**src/rtl/harvos_dma_copy_engine.sv**
```systemverilog
// harvos_dma_copy_engine: single-channel word copy engine that masters the
// DMA firewall's dmem port. Alternates one read and one write per word, with
// fault / timeout / abort reporting through STATUS, ERR_ADDR and irq.
//
// state   | meaning
// --------+-----------------------------------------------------------
// S_IDLE  | no transfer; waits for START
// S_RD    | read word at cur_src; dma_req raised one cycle after entry
// S_WR    | write data_q to cur_dst; decides done / abort / next word
module harvos_dma_copy_engine #(
    parameter int LEN_W       = 16,
    parameter int TIMEOUT_CYC = 256
) (
    input  logic        clk,
    input  logic        rst,
    input  logic        cfg_en,
    input  logic        cfg_we,
    input  logic [3:0]  cfg_addr,
    input  logic [31:0] cfg_wdata,
    output logic [31:0] cfg_rdata,
    output logic        irq,
    output logic        dma_req,
    output logic        dma_we,
    output logic [3:0]  dma_be,
    output logic [31:0] dma_addr,
    output logic [31:0] dma_wdata,
    input  logic [31:0] dma_rdata,
    input  logic        dma_done,
    input  logic        dma_fault
);

    localparam logic [1:0] S_IDLE = 2'd0;
    localparam logic [1:0] S_RD   = 2'd1;
    localparam logic [1:0] S_WR   = 2'd2;

    // Response timer is a down-counter loaded at each request; terminal count
    // 0 on a cycle with no dma_done means TIMEOUT_CYC request cycles elapsed.
    localparam int             TMO_W    = (TIMEOUT_CYC > 1) ? $clog2(TIMEOUT_CYC) : 1;
    localparam logic [TMO_W-1:0] TMO_LOAD = (TIMEOUT_CYC > 0) ? TMO_W'(TIMEOUT_CYC - 1) : '0;
    localparam bit             TMO_ON   = (TIMEOUT_CYC > 0);

    logic [1:0]       state;
    logic [31:0]      src_q, dst_q, cur_src, cur_dst, data_q, err_addr;
    logic [LEN_W-1:0] len_q, remain;
    logic             ie_q, done_q, err_q, abort_pending;
    logic [1:0]       err_code;
    logic [TMO_W-1:0] tmo_cnt;

    logic cfg_wr, start_cmd, abort_cmd, busy, tmo_hit;

    assign cfg_wr    = cfg_en & cfg_we;
    assign start_cmd = cfg_wr && (cfg_addr == 4'd0) && cfg_wdata[0];
    assign abort_cmd = cfg_wr && (cfg_addr == 4'd0) && cfg_wdata[1];
    assign busy      = (state != S_IDLE);
    assign tmo_hit   = TMO_ON && dma_req && !dma_done && (tmo_cnt == '0);
    assign irq       = (done_q | err_q) & ie_q;
    assign dma_be    = 4'hF;

    // Register file writes followed by the transfer FSM; hardware updates are
    // placed after the config writes so a same-cycle hardware set wins.
    always_ff @(posedge clk) begin
        if (rst) begin
            state         <= S_IDLE;
            src_q         <= '0;
            dst_q         <= '0;
            len_q         <= '0;
            ie_q          <= 1'b0;
            done_q        <= 1'b0;
            err_q         <= 1'b0;
            err_code      <= 2'd0;
            err_addr      <= '0;
            cur_src       <= '0;
            cur_dst       <= '0;
            remain        <= '0;
            data_q        <= '0;
            abort_pending <= 1'b0;
            tmo_cnt       <= '0;
            dma_req       <= 1'b0;
            dma_we        <= 1'b0;
            dma_addr      <= '0;
            dma_wdata     <= '0;
        end else begin
            if (cfg_wr) begin
                case (cfg_addr)
                    4'd0: ie_q <= cfg_wdata[2];
                    4'd1: if (!busy) src_q <= {cfg_wdata[31:2], 2'b00};
                    4'd2: if (!busy) dst_q <= {cfg_wdata[31:2], 2'b00};
                    4'd3: if (!busy) len_q <= cfg_wdata[LEN_W-1:0];
                    4'd4: begin
                        if (cfg_wdata[1]) done_q <= 1'b0;
                        if (cfg_wdata[2]) begin
                            err_q    <= 1'b0;
                            err_code <= 2'd0;
                        end
                    end
                    default: ;
                endcase
            end

            case (state)
                S_IDLE: begin
                    if (start_cmd) begin
                        if (len_q != '0) begin
                            cur_src  <= src_q;
                            cur_dst  <= dst_q;
                            remain   <= len_q;
                            done_q   <= 1'b0;
                            err_q    <= 1'b0;
                            err_code <= 2'd0;
                            state    <= S_RD;
                        end else begin
                            done_q <= 1'b1;
                        end
                    end
                end
                S_RD, S_WR: begin
                    if (abort_cmd) abort_pending <= 1'b1;
                    if (!dma_req) begin
                        // first cycle in a state: present fresh fields with the request
                        dma_req  <= 1'b1;
                        dma_we   <= (state == S_WR);
                        dma_addr <= (state == S_WR) ? cur_dst : cur_src;
                        if (state == S_WR) dma_wdata <= data_q;
                        tmo_cnt  <= TMO_LOAD;
                    end else if (dma_done) begin
                        dma_req <= 1'b0;
                        if (dma_fault) begin
                            err_q         <= 1'b1;
                            err_code      <= (state == S_WR) ? 2'd2 : 2'd1;
                            err_addr      <= dma_addr;
                            abort_pending <= 1'b0;
                            state         <= S_IDLE;
                        end else if (state == S_RD) begin
                            data_q <= dma_rdata;
                            state  <= S_WR;
                        end else begin
                            cur_src <= cur_src + 32'd4;
                            cur_dst <= cur_dst + 32'd4;
                            remain  <= remain - LEN_W'(1);
                            if (remain == LEN_W'(1)) begin
                                done_q        <= 1'b1;
                                abort_pending <= 1'b0;
                                state         <= S_IDLE;
                            end else if (abort_pending) begin
                                err_q         <= 1'b1;
                                err_code      <= 2'd3;
                                abort_pending <= 1'b0;
                                state         <= S_IDLE;
                            end else begin
                                state <= S_RD;
                            end
                        end
                    end else if (tmo_hit) begin
                        dma_req       <= 1'b0;
                        err_q         <= 1'b1;
                        err_code      <= 2'd3;
                        err_addr      <= dma_addr;
                        abort_pending <= 1'b0;
                        state         <= S_IDLE;
                    end else begin
                        tmo_cnt <= tmo_cnt - TMO_W'(1);
                    end
                end
                default: state <= S_IDLE;
            endcase
        end
    end

    // Config read mux, combinational on cfg_addr.
    always_comb begin
        cfg_rdata = '0;
        case (cfg_addr)
            4'd0: cfg_rdata = {29'b0, ie_q, 2'b00};
            4'd1: cfg_rdata = src_q;
            4'd2: cfg_rdata = dst_q;
            4'd3: cfg_rdata = 32'(len_q);
            4'd4: cfg_rdata = {27'b0, err_code, err_q, done_q, busy};
            4'd5: cfg_rdata = err_addr;
            4'd6: cfg_rdata = 32'(remain);
            default: cfg_rdata = '0;
        endcase
    end

endmodule

```
**config.mk**
```make
export PLATFORM = sky130hd
export DESIGN_NAME = harvos_dma_copy_engine
export DESIGN_NICKNAME = d
export VERILOG_FILES = /design/src/rtl/harvos_dma_copy_engine.sv
export SDC_FILE = /design/constraint.sdc
export NUM_CORES = 1
export LEC_CHECK = 0
export CAP_MARGIN = 10
export CORE_MARGIN = 3
export CORE_UTILIZATION = 60
export DETAILED_ROUTE_END_ITERATION = 7
export GPL_ROUTABILITY_DRIVEN = 0
export PLACE_DENSITY = 0.88
export SETUP_SLACK_MARGIN = 0.5
export SLEW_MARGIN = 25
export SYNTH_ARGS = -nofsm -noshare
export SYNTH_HDL_FRONTEND = slang
export SYNTH_SLANG_ARGS = --single-unit
export TNS_END_PERCENT = 5
```
**constraint.sdc**
```tcl
create_clock -name clk -period 5.5 [get_ports clk]
set_clock_uncertainty 0.1 [all_clocks]
set_input_delay 0.825 -clock clk [delete_from_list [all_inputs] [get_ports clk]]
set_output_delay 0.825 -clock clk [all_outputs]
set_load 0.03 [all_outputs]
```
==> metrics.csv, run 1 <==
stage;metric;value;unit
status;status;complete, but fails checks;
status;violations;DRC;
clocking;ctsHtreeMaxLevel;1;
setup_path;path_class;input port to primary output;
logic_synthesis;ys_warn_count;0;
placed_design;dp.cells;2138;
logic_synthesis;synth_top_family_by_area;simple AND/OR/NAND/NOR gates;
clocking;postCtsSetupRepairBufs;0;
finish;finalNonFillerCells;2194;
sta;finalCritPeriodShare;84.3;%
placed_design;portBuffers;172;
die;start_util;61.7;%
routing;antenna_left;0;
clocking;clock_latency;0.56;ns
setup_path;worstPathRequired;4.58;ns
global_routing;grt_pass1_vias;13217;
pwr;p_total;4850;uW
sta;drv_slew;0;
global_routing;use_met1;41.4;%
clocking;path_clk_slew;0.06;ns
min_path;min_path_cells;2;
setup_path;cp_max_fo;18;
routing;drtIter0Drc;1961;
pwr;p_per_area;285;nW/um^2
logic_synthesis;synthCells;1782;
logic_synthesis;synth_compound_area_share;21.7;%
min_path;hp-class;flop to flop;
setup_path;worstPathArrival;3.71;ns
sta;setup_viol;0;
clocking;clockBufferDepth;3;
clocking;cts-root-buf;clkbuf_16;
logic_synthesis;ys_seq_elements;296;
die;rows;55;
logic_synthesis;netlist.area_leader.share;42.0;%
clocking;post_cts_resized;0;
logic_synthesis;synth_mux_area_share;6.19;%
logic_synthesis;synth_top_area_cell;dfxtp_1;
finish;layout_common_cells;nand2_1, dfxtp_1, a21oi_1;
clocking;cts_tree;done;
routing;routed_wl;43300;um
sta;hold_viol_final;0;
finish;final_common_cell;nand2_1;
global_routing;grt_usage;32.1;%
setup_path;rrSetupSlack;1.63;ns
clocking;hold_buffers;0;
pwr;p_leak;0.00574;uW
placed_design;dp_hpwl;28300;um
logic_synthesis;synthAdderAreaFrac;0.887;%
die;core_area;22800;sq um
logic_synthesis;synth-edff-count;0;
sta;fin_setup_tns;0;ns
routing;wl_per_cell;19.7;um
routing;drc;3;
global_routing;grt_util_met2;51.4;%
routing;dr.pass1.iters;8;
setup_path;rr_worst_depth;8;
sta;fin_crit;4.64;ns
logic_synthesis;postSynthAreaPerCell;7.91;sq um
finish;syn_to_final_growth;20.5;%
global_routing;gr-total-overflow;0;
logic_synthesis;netlist_area;14100;sq um
run;maxCapViolations;0;
global_routing;grt_max_degree;180;
global_routing;grt_pass1_wl;68300;um
global_routing;top_usage_layer;met2;
setup_path;start_kind;input port;
logic_synthesis;synthArstFlopShare;0;%
clocking;clock-sinks;296;
routing;vias_per_cell;6.51;
finish;fill_cells;1662;
global_routing;met3_usage;6.97;%
finish;final_nets;1941;
sta;fmax;216;MHz
sta;worst_slew_pin_slew;1.09;ns
routing;vias;14277;
die;die_w;159;um
sta;maxSlewHeadroom;27.2;%
setup_path;cp-end-kind;primary output;
die;die_area;25400;sq um
logic_synthesis;ys_seq_area_share;42.0;%
global_routing;antenna_found_initial;1;
finish;drive_gt1_share;5.90;%
die;ioPinCount;177;
sta;rsz0062_at_grt;no;
logic_synthesis;synthTopCellsByArea;dfxtp_1, nand2_1, a21oi_1;
logic_synthesis;synth-simple-area-share;23.5;%
logic_synthesis;synth-xor-area-share;0.311;%
pwr;peakVddDrop;0.000243;V
die;die_h;159;um
clocking;cts_buffers;30;
logic_synthesis;ys.flop_type;dfxtp_1;
finish;diodes;0;
logic_synthesis;yosys.cell_types.count;77;
## synthesized netlist by cell type, types with 18 or more instances
library cell and number:
a211oi_1 43, a21oi_1 205, a22oi_1 55, clkbuf_1 118
dfxtp_1 296, inv_1 28, mux2i_1 85, nand2_1 347
nand3_1 53, nand4_1 23, nor2_1 133, nor2b_1 18
nor3_1 44, o21ai_0 31, o22ai_1 27
## routing by layer
layer / share of wire [%] / up-vias
met1: 38 / 6699
li1: - / 6518
met3: 12 / 176
met4: 5.1 / 2
met5: 0.030 / -
met2: 45 / 882
## logic make-up (layout without fill, tap and decap cells)
logic type / Yosys count / in the layout
xor+xnor: 5 / 5
compound gates: 476 / 476
mux: 87 / 87
buf+inv: 185 / 281
simple gates: 722 / 722
flops: 296 / 296
fa+ha+maj: 10 / 10
other cells: 1 / 4
## state kept, by name, summed over array words and instances (netlist names)
| signal | cells |
|---|---|
| abort_pending | 1 |
| len_q | 16 |
| state | 2 |
| err_addr | 31 |
| dma_req | 1 |
| remain | 16 |
| dma_addr | 31 |
| cur_dst | 30 |
| dma_wdata | 32 |
| dst_q | 30 |
| err_q | 1 |
| cur_src | 30 |
| ie_q | 1 |
| data_q | 32 |
| dma_we | 1 |
| done_q | 1 |
| tmo_cnt | 8 |
| src_q | 30 |
| err_code | 2 |
## metrics by stage
| step | cell area (sq um) | utilization (%) | worst slack [ns] | hold WS, ns |
|---|---|---|---|---|
| floorplan | 14100 | - | 2.39 | 0.332 |
| global placement | 15800 | 69.3 | 1.08 | 0.335 |
| detailed placement | 15800 | 69.4 | 0.962 | 0.346 |
| CTS | 17000 | 74.3 | 0.963 | 0.354 |
| global route | 17000 | 74.3 | 0.841 | 0.368 |
| finish | 17000 | 74.3 | 0.864 | 0.350 |
## worst max-delay path: stages
cell and delay (ns):
clkdlybuf4s50_1 0.53, nand2b_1 0.26, nor2_2 0.87, buf_4 0.32, a222oi_1 0.09, inv_1 0.11
clkdlybuf4s50_1 0.70
## final timing paths
kind / start / end
max reg2reg: state[1]$_SDFFE_PP0P_ / dma_addr[24]$_SDFFE_PP0P_
min: data_q[24]$_SDFFE_PP0P_ / dma_wdata[24]$_SDFFE_PP0P_
max: cfg_addr[1] / cfg_rdata[27]
min reg2reg: data_q[24]$_SDFFE_PP0P_ / dma_wdata[24]$_SDFFE_PP0P_
## area by class of cell
| class | instances | area, sq um | area share, % |
|---|---|---|---|
| Timing Repair Buffer | 196 | 1930 | 11.4 |
| Clock buffer | 43 | 911 | 5.36 |
| Multi-Input combinational cell | 1304 | 7500 | 44.2 |
| Inverter | 29 | 109 | 0.641 |
| Tap cell | 313 | 392 | 2.31 |
| Sequential cell | 296 | 5930 | 34.9 |
| Clock inverter | 13 | 218 | 1.28 |
## where the power goes
part | leakage [uW] | switching, uW | internal [uW] | total (uW)
registers | 0.00238 | 31.1 | 2170 | 2200
logic | 0.00279 | 213 | 132 | 345
clock network | 0.000559 | 871 | 1430 | 2300
total | 0.00574 | 1120 | 3730 | 4850
Power figures use the tool's default switching activity.
==> run 2, diff against run 1 <==
CORE_UTILIZATION = 56   (was 60)
PLACE_DENSITY = 0.83   (was 0.88)
clock period = 4.63 ns   (was 5.5 ns; I/O delays follow)
==> run 2 against run 1 <==
Net effect:
- the flow now finishes without violations
- wire length grew 1.7%
- die area increased by 6.9%
- utilization shrank 5.0 points
- worst setup slack got worse by 0.17 ns
- sequential power up 19%
- clock power up 13%
- combinational power is 19% higher
- flip-flop and latch count is the same
- via count down 0.93%
- critical path depth up 1
- global-route usage down 0.99 points
- largest power group is now registers
==> metrics.csv, run 2 (synthesis results as in run 1) <==
stage;metric;value;unit
status;status;finished clean;
clocking;ctsHtreeMaxLevel;1;
setup_path;path_delay_family;buffers and inverters;
clocking;postCtsSetupRepairBufs;0;
routing;drtIter0Drc;1915;
finish;syn_to_final_growth;20.6;%
setup_path;worstPathArrival;3.14;ns
finish;seqCellArea;5930;sq um
setup_path;cp_max_fo;18;
routing;vias_per_cell;6.39;
setup_path;max_stage_delay;0.69;ns
die;core_area;24500;sq um
routing;antenna_left;0;
setup_path;start_kind;input port;
die;die_w;165;um
finish;drive_gt1_share;6.14;%
finish;diodes;0;
clocking;clockBufferDepth;3;
pwr;peakVddDrop;0.000290;V
setup_path;cp-end-kind;primary output;
routing;dr.pass1.iters;6;
sta;hold_viol_final;0;
min_path;hp-class;flop to flop;
routing;routed_wl;44000;um
sta;fmax;254;MHz
pwr;p_leak;0.00576;uW
routing;wl_per_cell;19.9;um
sta;rsz0062_at_grt;no;
clocking;clock_latency;0.55;ns
setup_path;worstPathRequired;3.84;ns
routing;vias;14144;
clocking;cts_tree;done;
routing;drc;0;
finish;layout_common_cells;nand2_1, dfxtp_1, a21oi_1;
sta;setup_viol;0;
finish;fill_cells;1952;
die;ioPinCount;177;
clocking;path_clk_slew;0.06;ns
die;die_area;27100;sq um
sta;finalCritPeriodShare;85.1;%
global_routing;gr-total-overflow;0;
sta;drv_slew;0;
sta;fin_crit;3.94;ns
finish;top_regs;data_q x32, dma_wdata x32;
clocking;cts-root-buf;clkbuf_16;
global_routing;grt_usage;31.1;%
sta;worst_slew_pin_slew;1.04;ns
global_routing;grt_pass1_vias;13030;
global_routing;grt_max_degree;119;
clocking;hold_buffers;0;
finish;final_nets;1949;
finish;multiInputGateArea;7480;sq um
setup_path;crit_chain;clkdlybuf4s50_1, nand2b_1, nor3_2, buf_4, buf_4, a222oi_1, inv_1, clkdlybuf4s50_1;
clocking;clock-sinks;296;
die;die_h;165;um
finish;finalNonFillerCells;2213;
setup_path;path_class;input port to primary output;
placed_design;dp_hpwl;29100;um
run;maxCapViolations;0;
setup_path;cp_num_buf_inv;5;
global_routing;antenna_found_initial;1;
finish;final_common_cell;nand2_1;
sta;fin_setup_tns;0;ns
setup_path;slowest_stage;clkdlybuf4s50_1;
clocking;post_cts_resized;0;
placed_design;dp.cells;2157;
die;rows;57;
die;start_util;57.5;%
global_routing;grt_pass1_wl;68800;um
sta;maxSlewHeadroom;30.2;%
placed_design;portBuffers;172;
clocking;cts_buffers;30;
pwr;p_per_area;332;nW/um^2
## run 2: tightest hold or removal path: stages, from the launching register on
cell,delay [ns]
dfxtp_1,0.31
nand2_1,0.05
a21oi_1,0.05
## run 2: where the power goes
group	switching, uW	internal, uW
registers	37.3	2580
clock network	1020	1590
logic	254	158
## run 2: path summary, 6_finish.rpt
| path | startpoint | endpoint | slack [ns] | cells past startpoint |
|---|---|---|---|---|
| worst max-delay path | cfg_addr[0] | cfg_rdata[31] | 0.69 | 8 |
| worst min-delay path | data_q[6]$_SDFFE_PP0P_ | dma_wdata[6]$_SDFFE_PP0P_ | 0.35 | 2 |
| worst max register to register | state[0]$_SDFFE_PP0P_ | remain[12]$_SDFFE_PP0P_ | 1.35 | 8 |
| worst min register to register | data_q[6]$_SDFFE_PP0P_ | dma_wdata[6]$_SDFFE_PP0P_ | 0.35 | 2 |
## run 2: per-layer routing
layer | routed length [um] | up-vias | GRT usage [%]
li1 | - | 6544 | -
met1 | 17300 | 6649 | 40.5
met2 | 20100 | 793 | 49.6
met3 | 4600 | 156 | 7.55
met4 | 1920 | 2 | 13.0
met5 | 13 | - | 0
## run 2: through the flow
stage | power [uW] | hold WS, ns | setup slack (ns) | utilization [%] | instance area [sq um]
global placement | 3070 | 0.336 | 0.791 | 64.9 | 15900
global route | 5780 | 0.367 | 0.571 | 69.3 | 17000
finish | 5640 | 0.351 | 0.692 | 69.3 | 17000
detailed placement | 3080 | 0.344 | 0.745 | 64.9 | 15900
floorplan | 2900 | 0.332 | 1.78 | - | 14100
CTS | 5650 | 0.351 | 0.745 | 69.3 | 17000
## run 2: final cells by class
cell class / count / area share (%)
repair buffers: 204 / 11.8
clock inverters: 13 / 1.01
inverters: 29 / 0.640
flip-flops and latches: 296 / 34.8
well taps: 324 / 2.38
multi-input cells: 1304 / 44.0
clock buffers: 43 / 5.36
